## config.mk

```make
export PLATFORM = sky130hd
export DESIGN_NAME = mem_arb_2to1_flat
export DESIGN_NICKNAME = d
export VERILOG_FILES = /design/src/rtl/mem_arb_pkg.sv /design/src/rtl/mem_arb_2to1_if.sv /design/src/rtl/mem_arb_route_fifo.sv /design/src/rtl/mem_arb_2to1.sv /design/src/flat_wrapper.sv
export SDC_FILE = /design/constraint.sdc
export NUM_CORES = 1
export LEC_CHECK = 0
export CORE_AREA = 4 4 146 148
export CTS_BUF_LIST = sky130_fd_sc_hd__clkbuf_4
export DETAILED_ROUTE_END_ITERATION = 12
export DIE_AREA = 0 0 150 152
export PLACE_DENSITY = 0.56
export SKIP_CTS_REPAIR_TIMING = 1
export SLEW_MARGIN = 20
export SYNTH_ARGS = -nofsm -noshare
export SYNTH_HDL_FRONTEND = slang
export SYNTH_SLANG_ARGS = --single-unit
```

## constraint.sdc

```tcl
create_clock -name clk -period 7.5 [get_ports clk]
set_input_delay 2.25 -clock clk [delete_from_list [all_inputs] [get_ports clk]]
set_output_delay 2.25 -clock clk [all_outputs]
set_load 0.05 [all_outputs]
```

## src/rtl/mem_arb_pkg.sv

```systemverilog
// mem_arb_pkg: client ids and memory message field widths shared by
// the 2:1 memory arbiter, its route FIFO, the MemIntf bus and benches.
package mem_arb_pkg;

    typedef logic mem_arb_id_t;

    localparam mem_arb_id_t ARB_ID_SPI  = 1'b0;
    localparam mem_arb_id_t ARB_ID_PROC = 1'b1;

    localparam int MEM_OP_BITS   = 2;
    localparam int MEM_ADDR_BITS = 32;
    localparam int MEM_STRB_BITS = 4;
    localparam int MEM_DATA_BITS = 32;

    // Request message packs {op, opaque, addr, strb, data}, MSB first.
    function automatic int mem_req_bits(input int opaq_bits);
        return MEM_OP_BITS + opaq_bits + MEM_ADDR_BITS
             + MEM_STRB_BITS + MEM_DATA_BITS;
    endfunction

    // Response message packs {op, opaque, data}, MSB first.
    function automatic int mem_resp_bits(input int opaq_bits);
        return MEM_OP_BITS + opaq_bits + MEM_DATA_BITS;
    endfunction

endpackage

```

## src/rtl/mem_arb_2to1_if.sv

```systemverilog
// MemIntf: valid/ready request and response channels of a memory port.
// client drives requests and accepts responses; server does the reverse.
interface MemIntf #(
    parameter int p_opaq_bits = 8
);
    import mem_arb_pkg::*;

    localparam int REQ_BITS  = mem_req_bits(p_opaq_bits);
    localparam int RESP_BITS = mem_resp_bits(p_opaq_bits);

    logic                 req_val;
    logic                 req_rdy;
    logic [REQ_BITS-1:0]  req_msg;
    logic                 resp_val;
    logic                 resp_rdy;
    logic [RESP_BITS-1:0] resp_msg;

    modport client (
        output req_val, req_msg, resp_rdy,
        input  req_rdy, resp_val, resp_msg
    );

    modport server (
        input  req_val, req_msg, resp_rdy,
        output req_rdy, resp_val, resp_msg
    );

endinterface

```

## src/rtl/mem_arb_route_fifo.sv

```systemverilog
// mem_arb_route_fifo: in-order FIFO of 1-bit requester ids.
// Ports: clk, rst (sync, active-high), push_en/push_data, pop_en, head, full, empty, count.
module mem_arb_route_fifo
    import mem_arb_pkg::*;
#(
    parameter int p_depth = 4
) (
    input  logic                        clk,
    input  logic                        rst,
    input  logic                        push_en,
    input  mem_arb_id_t                 push_data,
    input  logic                        pop_en,
    output mem_arb_id_t                 head,
    output logic                        full,
    output logic                        empty,
    output logic [$clog2(p_depth):0]    count
);
    localparam int AW = $clog2(p_depth);

    mem_arb_id_t slots [p_depth];
    logic [AW:0] wr_ptr;
    logic [AW:0] rd_ptr;
    logic        do_push;
    logic        do_pop;

    // Pointers carry one extra wrap bit to tell full from empty.
    assign empty = (wr_ptr == rd_ptr);
    assign full  = (wr_ptr[AW] != rd_ptr[AW])
                && (wr_ptr[AW-1:0] == rd_ptr[AW-1:0]);
    assign count = wr_ptr - rd_ptr;
    assign head  = slots[rd_ptr[AW-1:0]];

    assign do_push = push_en & ~full;
    assign do_pop  = pop_en & ~empty;

    always_ff @(posedge clk) begin
        if (rst) begin
            wr_ptr <= '0;
            rd_ptr <= '0;
        end else begin
            if (do_push) begin
                slots[wr_ptr[AW-1:0]] <= push_data;
                wr_ptr <= wr_ptr + 1'b1;
            end
            if (do_pop) begin
                rd_ptr <= rd_ptr + 1'b1;
            end
        end
    end

endmodule

```

## src/rtl/mem_arb_2to1.sv

```systemverilog
// mem_arb_2to1: round-robin 2:1 arbiter of one memory port; responses return in order to their requester.
// Ports: clk, rst (sync, active-high), cli0 (SPI loader), cli1 (processor), mem (downstream), inflight.
module mem_arb_2to1
    import mem_arb_pkg::*;
#(
    parameter int p_opaq_bits    = 8,
    parameter int p_max_inflight = 4
) (
    input  logic                              clk,
    input  logic                              rst,
    MemIntf.server                            cli0,
    MemIntf.server                            cli1,
    MemIntf.client                            mem,
    output logic [$clog2(p_max_inflight):0]   inflight
);
    localparam int REQ_BITS = mem_req_bits(p_opaq_bits);

    mem_arb_id_t          favour;
    mem_arb_id_t          grant;
    mem_arb_id_t          head;
    logic                 grant_val;
    logic                 full;
    logic                 empty;
    logic                 accept;
    logic                 deliver;
    logic [REQ_BITS-1:0]  req_sel;

    // favour only breaks ties; a lone requester always wins.
    always_comb begin
        grant_val = 1'b0;
        grant     = favour;
        if (!full) begin
            grant_val = cli0.req_val | cli1.req_val;
            if (cli0.req_val && !cli1.req_val) begin
                grant = ARB_ID_SPI;
            end else if (cli1.req_val && !cli0.req_val) begin
                grant = ARB_ID_PROC;
            end
        end
    end

    assign req_sel = (grant == ARB_ID_PROC) ? cli1.req_msg : cli0.req_msg;

    assign mem.req_val = grant_val;
    assign mem.req_msg = req_sel;

    assign cli0.req_rdy = grant_val & (grant == ARB_ID_SPI)
                        & mem.req_rdy & ~full;
    assign cli1.req_rdy = grant_val & (grant == ARB_ID_PROC)
                        & mem.req_rdy & ~full;

    assign accept = grant_val & mem.req_rdy;

    // Holding favour while unaccepted keeps a stalled grant stable.
    always_ff @(posedge clk) begin
        if (rst) begin
            favour <= ARB_ID_SPI;
        end else if (accept) begin
            favour <= ~grant;
        end
    end

    assign cli0.resp_msg = mem.resp_msg;
    assign cli1.resp_msg = mem.resp_msg;

    assign cli0.resp_val = mem.resp_val & ~empty & (head == ARB_ID_SPI);
    assign cli1.resp_val = mem.resp_val & ~empty & (head == ARB_ID_PROC);

    assign mem.resp_rdy = ~empty
                        & ((head == ARB_ID_PROC) ? cli1.resp_rdy : cli0.resp_rdy);

    assign deliver = mem.resp_val & mem.resp_rdy;

    mem_arb_route_fifo #(
        .p_depth (p_max_inflight)
    ) u_route (
        .clk       (clk),
        .rst       (rst),
        .push_en   (accept),
        .push_data (grant),
        .pop_en    (deliver),
        .head      (head),
        .full      (full),
        .empty     (empty),
        .count     (inflight)
    );

    // A response with nothing outstanding has no owner and is dropped.
    resp_when_empty: assert property (
        @(posedge clk) disable iff (rst) !(mem.resp_val && empty)
    );

endmodule
```

## src/flat_wrapper.sv

```systemverilog
// flat-port wrapper written by rule: the top's interface ports become plain ports
module mem_arb_2to1_flat import mem_arb_pkg::*;
#(
    parameter int p_opaq_bits    = 8,
    parameter int p_max_inflight = 4
)
  (clk, rst, inflight, cli0_req_val, cli0_req_msg, cli0_resp_rdy, cli0_req_rdy, cli0_resp_val, cli0_resp_msg, cli1_req_val, cli1_req_msg, cli1_resp_rdy, cli1_req_rdy, cli1_resp_val, cli1_resp_msg, mem_req_val, mem_req_msg, mem_resp_rdy, mem_req_rdy, mem_resp_val, mem_resp_msg);
  MemIntf #(.p_opaq_bits(p_opaq_bits)) cli0_i ();
  MemIntf #(.p_opaq_bits(p_opaq_bits)) cli1_i ();
  MemIntf #(.p_opaq_bits(p_opaq_bits)) mem_i ();
  input  logic clk;
  input  logic rst;
  output logic [$clog2(p_max_inflight):0] inflight;
  input wire logic [$bits(cli0_i.req_val)-1:0] cli0_req_val;
  input wire logic [$bits(cli0_i.req_msg)-1:0] cli0_req_msg;
  input wire logic [$bits(cli0_i.resp_rdy)-1:0] cli0_resp_rdy;
  output wire logic [$bits(cli0_i.req_rdy)-1:0] cli0_req_rdy;
  output wire logic [$bits(cli0_i.resp_val)-1:0] cli0_resp_val;
  output wire logic [$bits(cli0_i.resp_msg)-1:0] cli0_resp_msg;
  input wire logic [$bits(cli1_i.req_val)-1:0] cli1_req_val;
  input wire logic [$bits(cli1_i.req_msg)-1:0] cli1_req_msg;
  input wire logic [$bits(cli1_i.resp_rdy)-1:0] cli1_resp_rdy;
  output wire logic [$bits(cli1_i.req_rdy)-1:0] cli1_req_rdy;
  output wire logic [$bits(cli1_i.resp_val)-1:0] cli1_resp_val;
  output wire logic [$bits(cli1_i.resp_msg)-1:0] cli1_resp_msg;
  output wire logic [$bits(mem_i.req_val)-1:0] mem_req_val;
  output wire logic [$bits(mem_i.req_msg)-1:0] mem_req_msg;
  output wire logic [$bits(mem_i.resp_rdy)-1:0] mem_resp_rdy;
  input wire logic [$bits(mem_i.req_rdy)-1:0] mem_req_rdy;
  input wire logic [$bits(mem_i.resp_val)-1:0] mem_resp_val;
  input wire logic [$bits(mem_i.resp_msg)-1:0] mem_resp_msg;
  assign cli0_i.req_val = cli0_req_val;
  assign cli0_i.req_msg = cli0_req_msg;
  assign cli0_i.resp_rdy = cli0_resp_rdy;
  assign cli0_req_rdy = cli0_i.req_rdy;
  assign cli0_resp_val = cli0_i.resp_val;
  assign cli0_resp_msg = cli0_i.resp_msg;
  assign cli1_i.req_val = cli1_req_val;
  assign cli1_i.req_msg = cli1_req_msg;
  assign cli1_i.resp_rdy = cli1_resp_rdy;
  assign cli1_req_rdy = cli1_i.req_rdy;
  assign cli1_resp_val = cli1_i.resp_val;
  assign cli1_resp_msg = cli1_i.resp_msg;
  assign mem_req_val = mem_i.req_val;
  assign mem_req_msg = mem_i.req_msg;
  assign mem_resp_rdy = mem_i.resp_rdy;
  assign mem_i.req_rdy = mem_req_rdy;
  assign mem_i.resp_val = mem_resp_val;
  assign mem_i.resp_msg = mem_resp_msg;
  mem_arb_2to1 #(.p_opaq_bits(p_opaq_bits), .p_max_inflight(p_max_inflight)) u_core (.clk(clk), .rst(rst), .cli0(cli0_i), .cli1(cli1_i), .mem(mem_i), .inflight(inflight));
endmodule
```

Word level (Yosys, flattened, before mapping)
Memories as Yosys holds them, arrays and structs flattened. A register that Yosys moved wholly into a read port is not among the register bits.
Index checks and enable logic that the tools add are counted.

word-level totals
  input bits = 206
  bits in latches = 0
  memories = 1
  memory bits (read-only) = 0
  output and inout port bits = 171
  bits in writable memories = 4
  register bits after elaboration = 7
  logic and storage cells = 45

operators by class
  magnitude comparators = 0
  divide/modulo/power cells = 0
  add/sub/neg operators = 3
  bitwise operators = 19
  $mul = 0
  reductions and logical operators = 5
  shifts and indexed selects = 0
  mux-type cells = 11
  equality and inequality tests = 3

memories
  name                  words  width  rd ports  clocked after Yosys merged registers in  write ports  line                      text
  u_core.u_route.slots  4      1      1         1                                        1            mem_arb_route_fifo.sv:20  mem_arb_id_t slots [p_depth];

operators with widths
  kind                                                           count
  78-bit two-way mux                                             1
  1-bit AND                                                      14
  1-bit two-way mux                                              8
  3-bit by 1-bit adder with 3-bit output, second input constant  2
  2-bit two-way mux                                              2
  1-bit NOT                                                      4
  3-bit equality test                                            1
  1-bit logical AND                                              3
  3-bit subtractor                                               1
  2-bit equality test                                            1
  1-bit logical NOT                                              2
  1-bit != test                                                  1
  1-bit bitwise OR                                               1

Depth between registers and ports, before layout
  depth after elaboration = 9
  gate-level depth with buffers = 8

By module
A second synthesis with hierarchy kept.

second synthesis, totals
  cells, all modules = 548
  area total of the unflattened synthesis = 3814.9 µm²

modules (own cells, without submodules)
  module              cells an instance  times used  area an instance (µm²)
  mem_arb_2to1        474                1           3075.4
  mem_arb_route_fifo  74                 1           739.5

Worst setup path before layout
No wires, ideal clock.

  path type = input to output
  start = in cli0_req_val
  end = out mem_req_msg[56]
  path buffers = 2
  slack = 1534 ps
  data required time = 5250 ps
  data arrival time = 3716 ps
  stages = 5
  path through = a31oi_2 -> buf_2 -> buf_2 -> o21ai_0 -> o211ai_1

on the way
  word-level cells in the longest chain between the ends = 6
  elaborated cells on any way between the ends = 7

RTL lines
  element               line                text
  start: declaration    flat_wrapper.sv:14  input wire logic [$bits(cli0_i.req_val)-1:0] cli0_req_val;
  1-bit logical NOT     mem_arb_2to1.sv:36  end else if (cli1.req_val && !cli0.req_val) begin
  1-bit logical AND     mem_arb_2to1.sv:36
  1-bit two-way mux     mem_arb_2to1.sv:36
  1-bit two-way mux *   mem_arb_2to1.sv:34  if (cli0.req_val && !cli1.req_val) begin
  1-bit two-way mux *   mem_arb_2to1.sv:32  if (!full) begin
  78-bit two-way mux *  mem_arb_2to1.sv:42  assign req_sel = (grant == ARB_ID_PROC) ? cli1.req_msg : cli0.req_msg;
  end: declaration      flat_wrapper.sv:27  output wire logic [$bits(mem_i.req_msg)-1:0] mem_req_msg;

Every way passes the cells marked *; elsewhere a longest branch is shown, timed or not.

Final worst setup path
  start = in cli0_req_val
  end = out mem_req_msg[48]

The elaborated chain is that of the path after synthesis.

==> out/results.txt <==
Outcome - finished, final reports clean
Synth Area in Compound Gates - 36.88%
Worst-Skew Late Latency - 0.28 ns
Max Root-Sink Buffers - 2
Final Setup Violations - 0
Core area - 20,040 sq um
Synth Area in Adders - 2.716%
Final slew viol count - 0
Synthesized area per cell - 6.391 sq um
Placer Congestion - 0.7673
H-tree levels - 1
Reg2reg start - u_core.u_route.wr_ptr[0]
Seq cells post-synth - 13
FP Rows - 52
Count of cell types in the netlist - 37
Pre-antenna DRT Iters - 4
CTS Buf Count - 3
XOR/XNOR share of the synthesized area - 1.295%
Total power - 0.6949 mW
Cells after Synth - 620
Antenna-violating nets left - 0
Die height - 152 um
Pwr per Cell Area - 116.6 nW/um^2
Setup_tns - 0 ns
Synth-to-Final Area Change - 50.43%
Critical Setup Path Class - in2out
Sinks on Clock Net - 13
Ant diodes - 0
Fillers - 2,234
Min-delay worst type - reg2reg
Routed WL - 16,910 um
Starting density of the core - 19.77%
Ports - 377
Via count - 4,881
Mapped cell area - 3963 sq um
Worst EP arrival - 4.59 ns
Ratio of cells with drive above 1 in the final layout - 9.426%
Initial antenna violation count - 0
First-pass GRT wire length - 25,660 um
Largest net degree at the start of global routing - 93
Seq/Total Area, Yosys - 7.578%
Main combinational cell family by area after synthesis - compound AO/OA/AOI/OAI gates
Number of synthesis warnings - 0
Clk root buf - clkbuf_4
Slew HR - 28.69%
Reg clk slew, reported paths - 0.09 ns
CP Data Required Time - 5.25 ns
Simple-gate share of the synthesized area - 25.48%
Peak VDD IR - 43.64 uV
Placed cells - 998
Drt wl/cell - 16.88 um
Final Hold Vio Count - 0
Die Width - 150 um
RSZ-0062 raised after global routing - no
DR iter-0 viols - 225
CTS tree - done
Yosys top cell area share - 18.95%
CP max FO - 41
CP startpoint - cli0_req_val
Fin crit share - 91.20%
Final #Nets - 947
Vias/cell - 4.871
Worst-Margin Slew - 1.067 ns
Global Route Usage Sum - 13.53%
Syn Nets - 834
Cell accounting for the most synthesized area - o21ai_0
Post-DP HPWL - 11,890 um
Vias in the first global route - 4,649
Crit path time final - 6.840 ns
Cell Count, Final, Fillers Out - 1,002
Fmax - 146.2 MHz
Worst Setup End Kind - primary output
Leak - 1.974 nW
Min-delay src - u_core.u_route.rd_ptr[1]
Setup Skew - 0.006557 ns
Max Cap Violations - 0
Total gr overflow - 0
Crit start category - input pin
Die Footprint - 22,800 sq um
Buffers on Ports - 250
Remaining routing DRC violations - 0
Multiplexer share of the synthesized area - 2.273%
Synth area leaders - o21ai_0, buf_4, o211ai_1
[cells in the mapped netlist]
| library cell | number |
|---|---|
| nand2b_1 | 2 |
| xnor2_1 | 2 |
| nor2b_1 | 80 |
| mux2_2 | 3 |
| clkbuf_2 | 2 |
| and4_1 | 1 |
| and2_1 | 5 |
| o21ai_1 | 8 |
| nand2_1 | 1 |
| mux2i_1 | 2 |
| o2111ai_1 | 1 |
| mux2i_2 | 1 |
| o21bai_2 | 1 |
| inv_1 | 7 |
| or2_2 | 1 |
| o21a_1 | 1 |
| xor2_1 | 2 |
| buf_1 | 3 |
| nand3_1 | 81 |
| nor2_1 | 9 |
| a211oi_1 | 1 |
| nor3b_1 | 1 |
| a21oi_2 | 1 |
| ha_1 | 7 |
| a31oi_1 | 1 |
| buf_4 | 87 |
| xnor2_2 | 1 |
| a31oi_2 | 1 |
| clkbuf_1 | 47 |
| buf_2 | 13 |
| edfxtp_1 | 4 |
| dfxtp_1 | 9 |
| mux4_2 | 1 |
| fa_1 | 1 |
| o21ai_0 | 150 |
| a21oi_1 | 3 |
| o211ai_1 | 79 |
[final timing paths]
| check | endpoint | slack (ns) | depth (start not counted) |
|---|---|---|---|
| worst max-delay path | mem_req_msg[48] | 0.66 | 5 |
| worst min-delay path | u_core.u_route.rd_ptr[1] | 0.57 | 2 |
| worst max register to register | u_core.u_route.slots[3] | 4.86 | 5 |
| worst min register to register | u_core.u_route.rd_ptr[1] | 0.57 | 2 |
[cells by family (layout without fill, tap and decap cells)]
family | Yosys count | after routing
simple gates | 181 | 181
compound gates | 247 | 247
buf+inv | 159 | 271
xor+xnor | 5 | 5
fa+ha+maj | 8 | 8
mux | 7 | 7
flops | 13 | 13
[worst max-delay path, cell delays in order]
cell	delay, ns
clkdlybuf4s50_1	0.64
o21bai_4	0.50
nand3_1	0.16
o211ai_1	0.14
clkdlybuf4s50_1	0.85
[layout by cell type (no fill, tap or decap), types with 2 or more instances in the layout]
cell,instances
mux2_2,3
buf_12,4
clkdlybuf4s50_1,208
and2_1,5
ha_1,7
nor2_1,9
nand3_1,81
edfxtp_1,4
o211ai_1,79
xnor2_1,2
xor2_1,2
a21oi_1,3
o21ai_1,8
clkbuf_4,3
mux2i_1,2
dfxtp_1,8
o21ai_0,150
nor2b_1,80
inv_1,6
buf_4,47
nand2b_1,2
[report_power, final]
group	leakage, nW	internal [mW]	total, mW	switching [mW]
sequential	0.110	0.0759	0.0828	0.00685
clock	0.0177	0.0198	0.0442	0.0244
combinational	1.85	0.219	0.568	0.349
total	1.97	0.314	0.695	0.381
[area by class of cell]
type / instances / area (sq um) / area share (%)
flip-flops and latches: 13 / 301.5 / 5.059
clock inverters: 1 / 5.005 / 0.08396
multi-input cells: 448 / 2745 / 46.05
well taps: 270 / 337.8 / 5.668
clock buffers: 3 / 22.52 / 0.3778
repair buffers: 260 / 2520 / 42.28
inverters: 7 / 28.78 / 0.4828
[through the flow]
step,setup WS [ns],area [sq um],utilization [%],hold slack [ns]
2_1_floorplan,1.534,3963,-,0.5135
3_3_place_gp,0.6493,5933,29.61,0.5539
3_5_place_dp,0.6424,5933,29.61,0.5492
4_1_cts,0.6366,5961,29.75,0.5723
5_1_grt,0.5047,5961,29.75,0.6302
6_report,0.6602,5961,29.75,0.5707
[routing by layer]
layer / part of all wire (%) / vias up / track usage [%] / routed length [um]
li1: - / 2362 / - / -
met1: 41 / 2250 / 17.20 / 6965
met2: 47 / 232 / 23.09 / 7967
met3: 9.1 / 37 / 2.949 / 1545
met4: 2.6 / 0 / 3.486 / 436
met5: 0 / - / 0 / 0
(Power assumes the default switching activity.)
